## config.mk

```make
export PLATFORM = sky130hd
export DESIGN_NAME = sc_traffic_row_register_flat
export DESIGN_NICKNAME = d
export VERILOG_FILES = /design/src/rtl/sc_frogger_pkg.sv /design/src/rtl/sc_traffic_row_register_if.sv /design/src/rtl/sc_shift_prescaler.sv /design/src/rtl/sc_traffic_row_register.sv /design/src/flat_wrapper.sv
export SDC_FILE = /design/constraint.sdc
export NUM_CORES = 1
export LEC_CHECK = 0
export ABC_AREA = 1
export CAP_MARGIN = 15
export CELL_PAD_IN_SITES_DETAIL_PLACEMENT = 1
export CELL_PAD_IN_SITES_GLOBAL_PLACEMENT = 1
export CORE_MARGIN = 5
export CORE_UTILIZATION = 42
export CTS_CLUSTER_DIAMETER = 50
export DETAILED_ROUTE_END_ITERATION = 7
export PLACE_DENSITY = 0.95
export SLEW_MARGIN = 20
export SYNTH_ARGS = -nofsm -noshare
export SYNTH_HDL_FRONTEND = slang
export SYNTH_HIERARCHICAL = 1
export SYNTH_SLANG_ARGS = --single-unit
```

## constraint.sdc

```tcl
create_clock -name SC_TRAFFICROW_CLOCK_50 -period 5.09 [get_ports SC_TRAFFICROW_CLOCK_50]
set_input_delay 1.527 -clock SC_TRAFFICROW_CLOCK_50 [delete_from_list [all_inputs] [get_ports SC_TRAFFICROW_CLOCK_50]]
set_output_delay 1.527 -clock SC_TRAFFICROW_CLOCK_50 [all_outputs]
set_load 0.02 [all_outputs]
```

## src/rtl/sc_frogger_pkg.sv

```systemverilog
// Shared Frogger definitions: shift-selection codes, row activity encodings and
// the default row width used by every traffic/river row.
package sc_frogger_pkg;

    localparam int DATAWIDTH_BUS_DEFAULT = 8;

    localparam logic [1:0] SHIFT_LEFT  = 2'b00;
    localparam logic [1:0] SHIFT_RIGHT = 2'b01;
    localparam logic [1:0] SHIFT_HOLD  = 2'b11;

    typedef enum logic [1:0] {
        ST_IDLE   = 2'b00,
        ST_RUN    = 2'b01,
        ST_PAUSED = 2'b10
    } activity_e;

    // Codes 0x move the row; 1x (either 10 or 11) hold it.
    function automatic logic sel_is_run(input logic [1:0] sel);
        return ~sel[1];
    endfunction

endpackage

```

## src/rtl/sc_traffic_row_register_if.sv

```systemverilog
// Control/data bundle between the game state machine and one traffic row.
interface sc_traffic_row_register_if #(
    parameter int DW = 8
);
    logic          SC_TRAFFICROW_clear_InLow;
    logic          SC_TRAFFICROW_load_InLow;
    logic [1:0]    SC_TRAFFICROW_shiftselection_In;
    logic [1:0]    SC_TRAFFICROW_level_In;
    logic [DW-1:0] SC_TRAFFICROW_data_In;
    logic [DW-1:0] SC_TRAFFICROW_frogmask_In;
    logic [DW-1:0] SC_TRAFFICROW_data_Out;
    logic          SC_TRAFFICROW_tick_Out;
    logic          SC_TRAFFICROW_collision_OutLow;

    modport master (
        output SC_TRAFFICROW_clear_InLow,
        output SC_TRAFFICROW_load_InLow,
        output SC_TRAFFICROW_shiftselection_In,
        output SC_TRAFFICROW_level_In,
        output SC_TRAFFICROW_data_In,
        output SC_TRAFFICROW_frogmask_In,
        input  SC_TRAFFICROW_data_Out,
        input  SC_TRAFFICROW_tick_Out,
        input  SC_TRAFFICROW_collision_OutLow
    );

    modport slave (
        input  SC_TRAFFICROW_clear_InLow,
        input  SC_TRAFFICROW_load_InLow,
        input  SC_TRAFFICROW_shiftselection_In,
        input  SC_TRAFFICROW_level_In,
        input  SC_TRAFFICROW_data_In,
        input  SC_TRAFFICROW_frogmask_In,
        output SC_TRAFFICROW_data_Out,
        output SC_TRAFFICROW_tick_Out,
        output SC_TRAFFICROW_collision_OutLow
    );
endinterface

```

## src/rtl/sc_shift_prescaler.sv

```systemverilog
// Programmable-rate prescaler: counts 0..P-1 with P = SHIFT_PERIOD >> level and
// strobes tick_o combinationally in the cycle whose edge wraps the count.
module sc_shift_prescaler #(
    parameter int PRESCALER_WIDTH = 25,
    parameter int SHIFT_PERIOD    = 25_000_000
) (
    input  logic       clk,
    input  logic       srst,
    input  logic       enable_i,
    input  logic       clear_i,
    input  logic [1:0] level_i,
    output logic       tick_o
);

    logic [PRESCALER_WIDTH-1:0] count_q;
    logic [PRESCALER_WIDTH-1:0] count_d;
    logic [PRESCALER_WIDTH-1:0] period;
    logic [PRESCALER_WIDTH-1:0] last_count;

    assign period     = PRESCALER_WIDTH'(SHIFT_PERIOD) >> level_i;
    assign last_count = period - PRESCALER_WIDTH'(1);

    // Using >= rather than == means a level increase mid-count wraps at once
    // instead of running the counter past the new, shorter period.
    assign tick_o = enable_i && !clear_i && (count_q >= last_count);

    always_comb begin
        count_d = count_q;
        if (clear_i) begin
            count_d = '0;
        end else if (enable_i) begin
            count_d = tick_o ? '0 : count_q + PRESCALER_WIDTH'(1);
        end
    end

    always_ff @(posedge clk) begin
        if (srst) begin
            count_q <= '0;
        end else begin
            count_q <= count_d;
        end
    end

endmodule

```

## src/rtl/sc_traffic_row_register.sv

```systemverilog
// One Frogger traffic/river row: rotating occupancy register with a registered
// collision flag against the frog mask and a RUN/PAUSED/IDLE activity state.
module sc_traffic_row_register
    import sc_frogger_pkg::*;
#(
    parameter int DATAWIDTH_BUS   = DATAWIDTH_BUS_DEFAULT,
    parameter int PRESCALER_WIDTH = 25,
    parameter int SHIFT_PERIOD    = 25_000_000
) (
    input  logic                        SC_TRAFFICROW_CLOCK_50,
    input  logic                        SC_TRAFFICROW_RESET_InHigh,
    sc_traffic_row_register_if.slave    bus
);

    localparam int DW = DATAWIDTH_BUS;

    logic          clk;
    logic          srst;
    logic          clear_req;
    logic          load_req;
    logic          run_sel;
    logic          wrap;
    logic [1:0]    sel;

    logic [DW-1:0] row_q;
    logic [DW-1:0] row_d;
    logic          tick_q;
    logic          tick_d;
    logic          coll_n_q;
    logic          coll_n_d;
    activity_e     state_q;

    logic [DW-1:0] rot_left;
    logic [DW-1:0] rot_right;

    assign clk       = SC_TRAFFICROW_CLOCK_50;
    assign srst      = SC_TRAFFICROW_RESET_InHigh;
    assign clear_req = ~bus.SC_TRAFFICROW_clear_InLow;
    assign load_req  = ~bus.SC_TRAFFICROW_load_InLow;
    assign sel       = bus.SC_TRAFFICROW_shiftselection_In;
    assign run_sel   = sel_is_run(sel);

    sc_shift_prescaler #(
        .PRESCALER_WIDTH (PRESCALER_WIDTH),
        .SHIFT_PERIOD    (SHIFT_PERIOD)
    ) u_prescaler (
        .clk      (clk),
        .srst     (srst),
        .enable_i (run_sel),
        .clear_i  (clear_req | load_req),
        .level_i  (bus.SC_TRAFFICROW_level_In),
        .tick_o   (wrap)
    );

    genvar gi;
    generate
        for (gi = 0; gi < DW; gi++) begin : g_rot
            assign rot_left[gi]  = row_q[(gi + DW - 1) % DW];
            assign rot_right[gi] = row_q[(gi + 1) % DW];
        end
    endgenerate

    always_comb begin
        row_d  = row_q;
        tick_d = 1'b0;
        if (clear_req) begin
            row_d = '0;
        end else if (load_req) begin
            row_d = bus.SC_TRAFFICROW_data_In;
        end else if (wrap) begin
            tick_d = 1'b1;
            case (sel)
                SHIFT_LEFT:  row_d = rot_left;
                SHIFT_RIGHT: row_d = rot_right;
                default:     row_d = row_q;
            endcase
        end
        // Compare against the next row value so the flag lines up with data_Out.
        coll_n_d = clear_req ? 1'b1 : ~|(row_d & bus.SC_TRAFFICROW_frogmask_In);
    end

    always_ff @(posedge clk) begin
        if (srst) begin
            row_q    <= '0;
            tick_q   <= 1'b0;
            coll_n_q <= 1'b1;
            state_q  <= ST_IDLE;
        end else begin
            row_q    <= row_d;
            tick_q   <= tick_d;
            coll_n_q <= coll_n_d;
            if (clear_req) begin
                state_q <= ST_IDLE;
            end else if (!load_req) begin
                case (state_q)
                    ST_IDLE:   if (run_sel)  state_q <= ST_RUN;
                    ST_RUN:    if (!run_sel) state_q <= ST_PAUSED;
                    ST_PAUSED: if (run_sel)  state_q <= ST_RUN;
                    default:                 state_q <= ST_IDLE;
                endcase
            end
        end
    end

    assign bus.SC_TRAFFICROW_data_Out         = row_q;
    assign bus.SC_TRAFFICROW_tick_Out         = tick_q;
    assign bus.SC_TRAFFICROW_collision_OutLow = coll_n_q;

endmodule

```

## src/flat_wrapper.sv

```systemverilog
// flat-port wrapper written by rule: the top's interface ports become plain ports
module sc_traffic_row_register_flat import sc_frogger_pkg::*;
#(
    parameter int DATAWIDTH_BUS   = DATAWIDTH_BUS_DEFAULT,
    parameter int PRESCALER_WIDTH = 25,
    parameter int SHIFT_PERIOD    = 25_000_000
)
  (SC_TRAFFICROW_CLOCK_50, SC_TRAFFICROW_RESET_InHigh, bus_SC_TRAFFICROW_clear_InLow, bus_SC_TRAFFICROW_load_InLow, bus_SC_TRAFFICROW_shiftselection_In, bus_SC_TRAFFICROW_level_In, bus_SC_TRAFFICROW_data_In, bus_SC_TRAFFICROW_frogmask_In, bus_SC_TRAFFICROW_data_Out, bus_SC_TRAFFICROW_tick_Out, bus_SC_TRAFFICROW_collision_OutLow);
  sc_traffic_row_register_if #(.DW(8)) bus_i ();
  input  logic SC_TRAFFICROW_CLOCK_50;
  input  logic SC_TRAFFICROW_RESET_InHigh;
  input wire logic [$bits(bus_i.SC_TRAFFICROW_clear_InLow)-1:0] bus_SC_TRAFFICROW_clear_InLow;
  input wire logic [$bits(bus_i.SC_TRAFFICROW_load_InLow)-1:0] bus_SC_TRAFFICROW_load_InLow;
  input wire logic [$bits(bus_i.SC_TRAFFICROW_shiftselection_In)-1:0] bus_SC_TRAFFICROW_shiftselection_In;
  input wire logic [$bits(bus_i.SC_TRAFFICROW_level_In)-1:0] bus_SC_TRAFFICROW_level_In;
  input wire logic [$bits(bus_i.SC_TRAFFICROW_data_In)-1:0] bus_SC_TRAFFICROW_data_In;
  input wire logic [$bits(bus_i.SC_TRAFFICROW_frogmask_In)-1:0] bus_SC_TRAFFICROW_frogmask_In;
  output wire logic [$bits(bus_i.SC_TRAFFICROW_data_Out)-1:0] bus_SC_TRAFFICROW_data_Out;
  output wire logic [$bits(bus_i.SC_TRAFFICROW_tick_Out)-1:0] bus_SC_TRAFFICROW_tick_Out;
  output wire logic [$bits(bus_i.SC_TRAFFICROW_collision_OutLow)-1:0] bus_SC_TRAFFICROW_collision_OutLow;
  assign bus_i.SC_TRAFFICROW_clear_InLow = bus_SC_TRAFFICROW_clear_InLow;
  assign bus_i.SC_TRAFFICROW_load_InLow = bus_SC_TRAFFICROW_load_InLow;
  assign bus_i.SC_TRAFFICROW_shiftselection_In = bus_SC_TRAFFICROW_shiftselection_In;
  assign bus_i.SC_TRAFFICROW_level_In = bus_SC_TRAFFICROW_level_In;
  assign bus_i.SC_TRAFFICROW_data_In = bus_SC_TRAFFICROW_data_In;
  assign bus_i.SC_TRAFFICROW_frogmask_In = bus_SC_TRAFFICROW_frogmask_In;
  assign bus_SC_TRAFFICROW_data_Out = bus_i.SC_TRAFFICROW_data_Out;
  assign bus_SC_TRAFFICROW_tick_Out = bus_i.SC_TRAFFICROW_tick_Out;
  assign bus_SC_TRAFFICROW_collision_OutLow = bus_i.SC_TRAFFICROW_collision_OutLow;
  sc_traffic_row_register #(.DATAWIDTH_BUS(DATAWIDTH_BUS), .PRESCALER_WIDTH(PRESCALER_WIDTH), .SHIFT_PERIOD(SHIFT_PERIOD)) u_core (.SC_TRAFFICROW_CLOCK_50(SC_TRAFFICROW_CLOCK_50), .SC_TRAFFICROW_RESET_InHigh(SC_TRAFFICROW_RESET_InHigh), .bus(bus_i));
endmodule
```

* Word level (Yosys, flattened, before mapping)
Index checks and enable logic that the tools add are counted.
Word-level totals: flip-flop bits (word level) 35, output and inout port bits 10, word-level logic and storage cells 29
Cells by class: add/subtract/negate cells 2, $lt $le $gt $ge 1, eq/ne operators 1, shift-type cells 1, muxes and demuxes 6, bitwise gates (word level) 5, reduce and logical (&&, ||, !) cells 9
Operator list (number):
- 25-bit by 1-bit adder with 25-bit output (second input constant) | 1
- 25-bit >= comparator | 1
- 25-bit 2-to-1 mux | 1
- 25-bit by 2-bit right shift with 25-bit output (first input constant) | 1
- 25-bit by 1-bit subtractor with 25-bit output (second input constant) | 1
- 8-bit 2-to-1 mux | 3
- 8-bit case mux with 2 select lines | 1
- 8-bit AND | 1
- 8-bit OR reduction | 1
- 2-bit OR reduction | 2
- 1-bit NOT | 3
- 3-bit OR reduction | 1
- 2-bit by 1-bit == test with 1-bit output (second input constant) | 1
- 1-bit logical AND | 2
- 1-bit zero test | 2
- 2-bit zero test | 1
- 1-bit 2-to-1 mux | 1
- 1-bit bitwise OR | 1

* Logic depth before layout (Yosys ltp)
Gate-level depths: netlist (run 1).
word-level depth 11, gate-level depth with buffers 24, depth with buffers taken out 24

* Cells and area by module
The synthesis (run 1) kept the hierarchy.
By module, submodules not included:
- sc_shift_prescaler | instances 1, cells an instance 281, area an instance 1930.6 µm², seq. area each 500.5 µm²
- sc_traffic_row_register | instances 1, cells an instance 120, area an instance 686.9 µm², seq. area each 200.2 µm²

* Worst setup path after synthesis (run 1)
OpenSTA, ideal clock, no wires.
path type input to register, start point input bus_SC_TRAFFICROW_level_In[1], end point register u_core.coll_n_q, in the netlist u_core/bus.SC_TRAFFICROW_collision_OutLow, data arrival time 3746 ps, required time 4975 ps, setup slack 1229 ps, stages on the path 24, path buffers 1, cells stage by stage buf_4 nand2_1 inv_1 ha_1 ha_1 nand2_1 inv_1 nand3_1 nor2_1 nand3_1 nor2_1 nor2_1 nand2_1 nand2_4 inv_1 nand2_4 nand2_2 nor2_1 nor2_1 nand3_1 nand2_1 nor2_1 nand2_1 nand2_1
On the way: cells in the longest elaborated chain, start to end 10
Ends and longest elaborated chain:
- from (decl) | line flat_wrapper.sv:15 | input wire logic [$bits(bus_i.SC_TRAFFICROW_level_In)-1:0] bus_SC_TRAFFICROW_level_In;
- 25-bit by 2-bit right shift with 25-bit output | line sc_shift_prescaler.sv:20 | assign period = PRESCALER_WIDTH'(SHIFT_PERIOD) >> level_i;
- 25-bit by 1-bit subtractor with 25-bit output | line sc_shift_prescaler.sv:21 | assign last_count = period - PRESCALER_WIDTH'(1);
- 25-bit >= comparator | line sc_shift_prescaler.sv:25 | assign tick_o = enable_i && !clear_i && (count_q >= last_count);
- 1-bit logical AND | line sc_shift_prescaler.sv:25
- named net u_core.wrap | line sc_traffic_row_register.sv:22 | logic wrap;
- 8-bit 2-to-1 mux | line sc_traffic_row_register.sv:70 | end else if (wrap) begin
- 8-bit 2-to-1 mux | line sc_traffic_row_register.sv:68 | end else if (load_req) begin
- 8-bit 2-to-1 mux | line sc_traffic_row_register.sv:66 | if (clear_req) begin
- 8-bit AND | line sc_traffic_row_register.sv:79 | coll_n_d = clear_req ? 1'b1 : ~|(row_d & bus.SC_TRAFFICROW_frogmask_In);
- 8-bit OR reduction | line sc_traffic_row_register.sv:79
- 1-bit zero test | line sc_traffic_row_register.sv:79
- to (signal assigned) | line sc_traffic_row_register.sv:91 | coll_n_q <= coll_n_d;
- to (decl) | line sc_traffic_row_register.sv:29 | logic coll_n_q;
The timed path passes the listed nets, and every way through them passes these cells. A chain may end at the register's enable or synchronous reset.

* Final worst setup path (run 1)
Same ends and word-level chain as after synthesis.

==> metrics.csv, run 1 <==
stage,metric,value,unit
status,run status,finished clean,
logic_synthesis,Synth cell types,34,
timing,post-route setup slack,0.539,ns
logic_synthesis,Post-synth EDFFs,0,
logic_synthesis,Synth area leader,dfxtp_1,
pwr,peak supply drop,116,µV
routing,vias per cell,5.15,
timing,fin crit share,0.894,
grt,global-route wire length before repair,12.7,mm
setup_path,"Top cell by count, worst path",nand2_1,
routing,Starting DRT DRC Count,92,
routing,DR vias,2638,
floorplan,I/O pins,34,
logic_synthesis,post-synthesis register bit count,35,
final_layout,share of cells above drive strength 1,0.101,
grt,vias in the first global route,2763,
timing,Final Max Tran Viols,0,
setup_path,worst-path fanout max,8,
clock_tree,CTS max path bufs,2,
place,HPWL Detailed,6.04,mm
clock_tree,CTS tree,yes,
clock_tree,Sinks on Clock Net,35,
timing,RSZ-0062 raised after global routing,false,
floorplan,chip width,88.9,µm
setup_path,Crit path buffers/inverters,5,
setup_path,end of the worst register-to-register path,u_core/bus.SC_TRAFFICROW_collision_OutLow,
grt,antenna violations before repair,0,
clock_tree,Clock transition at path regs,0.07,ns
clock_tree,H-Tree Depth,2,
setup_path,instance count on the critical path,24,
setup_path,critical register-to-register path startpoint,u_core/u_prescaler/count_q[8],
timing,Hold Fails Final Rpt,0,
clock_tree,Post-CTS Setup Bufs,0,
place,"worst slack, placed",0.282,ns
clock_tree,Num CTS Buffers,5,
floorplan,Row Count,28,
timing,post-route minimum period,4.55,ns
logic_synthesis,yosys warns,6,
final_layout,# diodes,0,
setup_path,Worst EP required,5.34,ns
logic_synthesis,Yosys top cell area share,0.268,
timing,Layout Skew,0.00690,ns
final_layout,Synth-to-Final Area Change,18.1,%
setup_path,Slowest cell on crit path,clkdlybuf4s50_1,
setup_path,crit path launch type,input port,
logic_synthesis,Syn Std Cell Area,2620,µm²
logic_synthesis,"top cells by area, synth","dfxtp_1 (27%), nand2_1 (16%), ha_1 (11%)",
worst_hold_path,Hold Path Class,reg2reg,
logic_synthesis,"FFs w/ async S/R, synth",0,
grt,gr usage total,0.208,
logic_synthesis,most used standard cell by instance count after synthesis,nand2_1,
setup_path,R2R depth,20,
routing,# DRC,0,
clock_tree,hold-fix buffer count after cts,0,
place,routability cong.,0.887,
setup_path,Worst Setup SP,bus_SC_TRAFFICROW_level_In[1],
logic_synthesis,dominant synthesized flop cell,dfxtp_1,
grt,gr ovfl total,0,
setup_path,CP top delay family,simple AND/OR/NAND/NOR gates,
timing,setup total negative slack,0,ns
final_layout,Nets,484,
setup_path,"Critical Path, Cell by Cell",clkdlybuf4s50_1 -> nand2_1 -> inv_1 -> ha_1 -> ha_1 -> nand2_1 -> inv_1 -> o21ai_0 -> nand3_1 -> nand2_1 -> nand2_1 -> nand2_1 -> nand2_1 -> nand2_4 -> inv_1 -> nand2_4 -> nand2_2 -> o21ai_1 -> inv_1 -> nand3_1 -> nand2_1 -> nor2_1 -> nand2_1 -> nand2_1,
logic_synthesis,syn avg cell area,6.53,µm²
worst_hold_path,Worst Hold Launch,u_core/u_prescaler/count_q[1],
floorplan,Initial Util,0.437,
worst_hold_path,hold endpoint,u_core/u_prescaler/count_q[1],
clock_tree,clk root buf,clkbuf_8,
routing,routed len/inst,14.7,µm
setup_path,critical path class,in2reg,
timing,Fmax achieved,0.220,GHz
routing,remaining antenna violation count,0,
routing,first-pass iteration count of the detailed router,6,
pwr,leakage power total,1.40,nW
worst_hold_path,Hold Crit Depth,2,
setup_path,CP endpoint kind,register,
logic_synthesis,post-synthesis sequential area ratio,0.268,
setup_path,Arrival @ worst endpoint,4.80,ns
logic_synthesis,synthesized instance count,401,
floorplan,core area,5990,µm²
floorplan,Die Ht,88.9,µm
logic_synthesis,"top cells by count, synth","nand2_1 (111), inv_1 (50), nor2_1 (49), dfxtp_1 (35), nand3_1 (28)",
grt,pin count of the biggest net entering global routing,20,
run,number of max-cap violations,0,
timing,Finish-stage setup viols,0,
routing,Routed WL,7.53,mm
clock_tree,Clock Latency Late Sink,0.30,ns
floorplan,die area,7910,µm²
setup_path,FF-to-FF setup slack,2.43,ns
setup_path,CP max stage delay,0.67,ns
clock_tree,cts repair resizes,0,
pwr,PwrDens,184,nW/µm²
place,port buffer count,33,
-- where the power goes --
part           internal, W  switching (W)
combinational    0.0000391      0.0000533
clock            0.0000913       0.000104
sequential        0.000278     0.00000383
total             0.000408       0.000161
-- through the flow --
| step | hold WS, ns | total power (W) | area [µm²] | utilization | std cells |
|---|---|---|---|---|---|
| after floorplan | 0.464 | 0.000337 | 2620 | - | 402 |
| after global placement | 0.477 | 0.000375 | 3020 | 0.504 | 506 |
| after detailed placement | 0.496 | 0.000380 | 3020 | 0.504 | 506 |
| after CTS | 0.505 | 0.000573 | 3090 | 0.516 | 512 |
| after global routing | 0.551 | 0.000599 | 3090 | 0.516 | 512 |
| final | 0.500 | 0.000569 | 3090 | 0.516 | 512 |
-- state kept, by name, summed over array words and instances (netlist names) --
signal and flops:
u_core/u_prescaler/count_q 25, u_core/bus.SC_TRAFFICROW_data_Out 8, u_core/bus.SC_TRAFFICROW_collision_OutLow 1, u_core/bus.SC_TRAFFICROW_tick_Out 1
-- metal layers --
| layer | global-route usage | wire [µm] |
|---|---|---|
| met5 | 0 | 0 |
| met4 | 0.0650 | 160 |
| met3 | 0.0498 | 302 |
| met2 | 0.387 | 3860 |
| met1 | 0.232 | 3210 |
-- area by class of cell --
cell class,instances,area [µm²]
fill,821,2900
multi-input combinational,307,1680
sequential,35,701
timing repair buffer,33,330
inverter,56,210
tap,75,93.8
clock buffer,6,72.6
-- how the worst max path moves through the flow --
stage | end | slack, ns
6_report | u_core/bus.SC_TRAFFICROW_collision_OutLow | 0.54
5_1_grt | u_core/bus.SC_TRAFFICROW_collision_OutLow | 0.17
4_1_cts | u_core/bus.SC_TRAFFICROW_collision_OutLow | 0.53
3_5_place_dp | u_core/bus.SC_TRAFFICROW_collision_OutLow | 0.28
3_3_place_gp | u_core/bus.SC_TRAFFICROW_collision_OutLow | 0.47
2_1_floorplan | u_core/bus.SC_TRAFFICROW_collision_OutLow | 1.23
-- cells in the final DEF, fill, tap and decap left out, drive strengths merged --
cell type / instances
a21o: 2
a21oi: 9
and3: 1
clkbuf: 6
clkdlybuf4s50: 33
clkinv: 1
conb: 3
dfxtp: 35
ha: 22
inv: 55
nand2: 120
nand3: 29
nand3b: 2
nand4: 11
nor2: 70
nor3: 7
nor4: 1
o21ai: 12
o21bai: 2
o22ai: 2
or2: 1
xnor2: 3
xor2: 10
-- worst min-delay path: stages (launching register included) --
cell     delay (ns)
dfxtp_1        0.33
nand3_1        0.08
nand2_1        0.05
-- kinds of logic after synthesis --
kind of cell             share of synthesized area
AO/OA/AOI/OAI                               0.0593
other                                      0.00287
adder cells (fa/ha/maj)                      0.105
XOR/XNOR                                    0.0435
AND/OR/NAND/NOR                              0.431
flip-flops                                   0.268
buffers and inverters                       0.0908
No activity file was read; power rests on OpenSTA's default activity.
==> run 2: changes to the inputs <==
--- a/config.mk
+++ b/config.mk
@@ -13,6 +13,7 @@
 export CORE_UTILIZATION = 42
 export CTS_CLUSTER_DIAMETER = 50
 export DETAILED_ROUTE_END_ITERATION = 7
+export HOLD_SLACK_MARGIN = 0.12
 export PLACE_DENSITY = 0.95
 export SLEW_MARGIN = 20
 export SYNTH_ARGS = -nofsm -noshare
==> results of run 2 <==
The final DEF is identical to that of run 1; final timing and power are the same.
==> run 3: changes to the inputs <==
--- a/config.mk
+++ b/config.mk
@@ -11,7 +11,6 @@
 export CELL_PAD_IN_SITES_GLOBAL_PLACEMENT = 1
 export CORE_MARGIN = 5
 export CORE_UTILIZATION = 42
-export CTS_CLUSTER_DIAMETER = 50
 export DETAILED_ROUTE_END_ITERATION = 7
 export HOLD_SLACK_MARGIN = 0.12
 export PLACE_DENSITY = 0.95
==> results of run 3 <==
The final DEF is identical to that of run 1; final timing and power are the same.
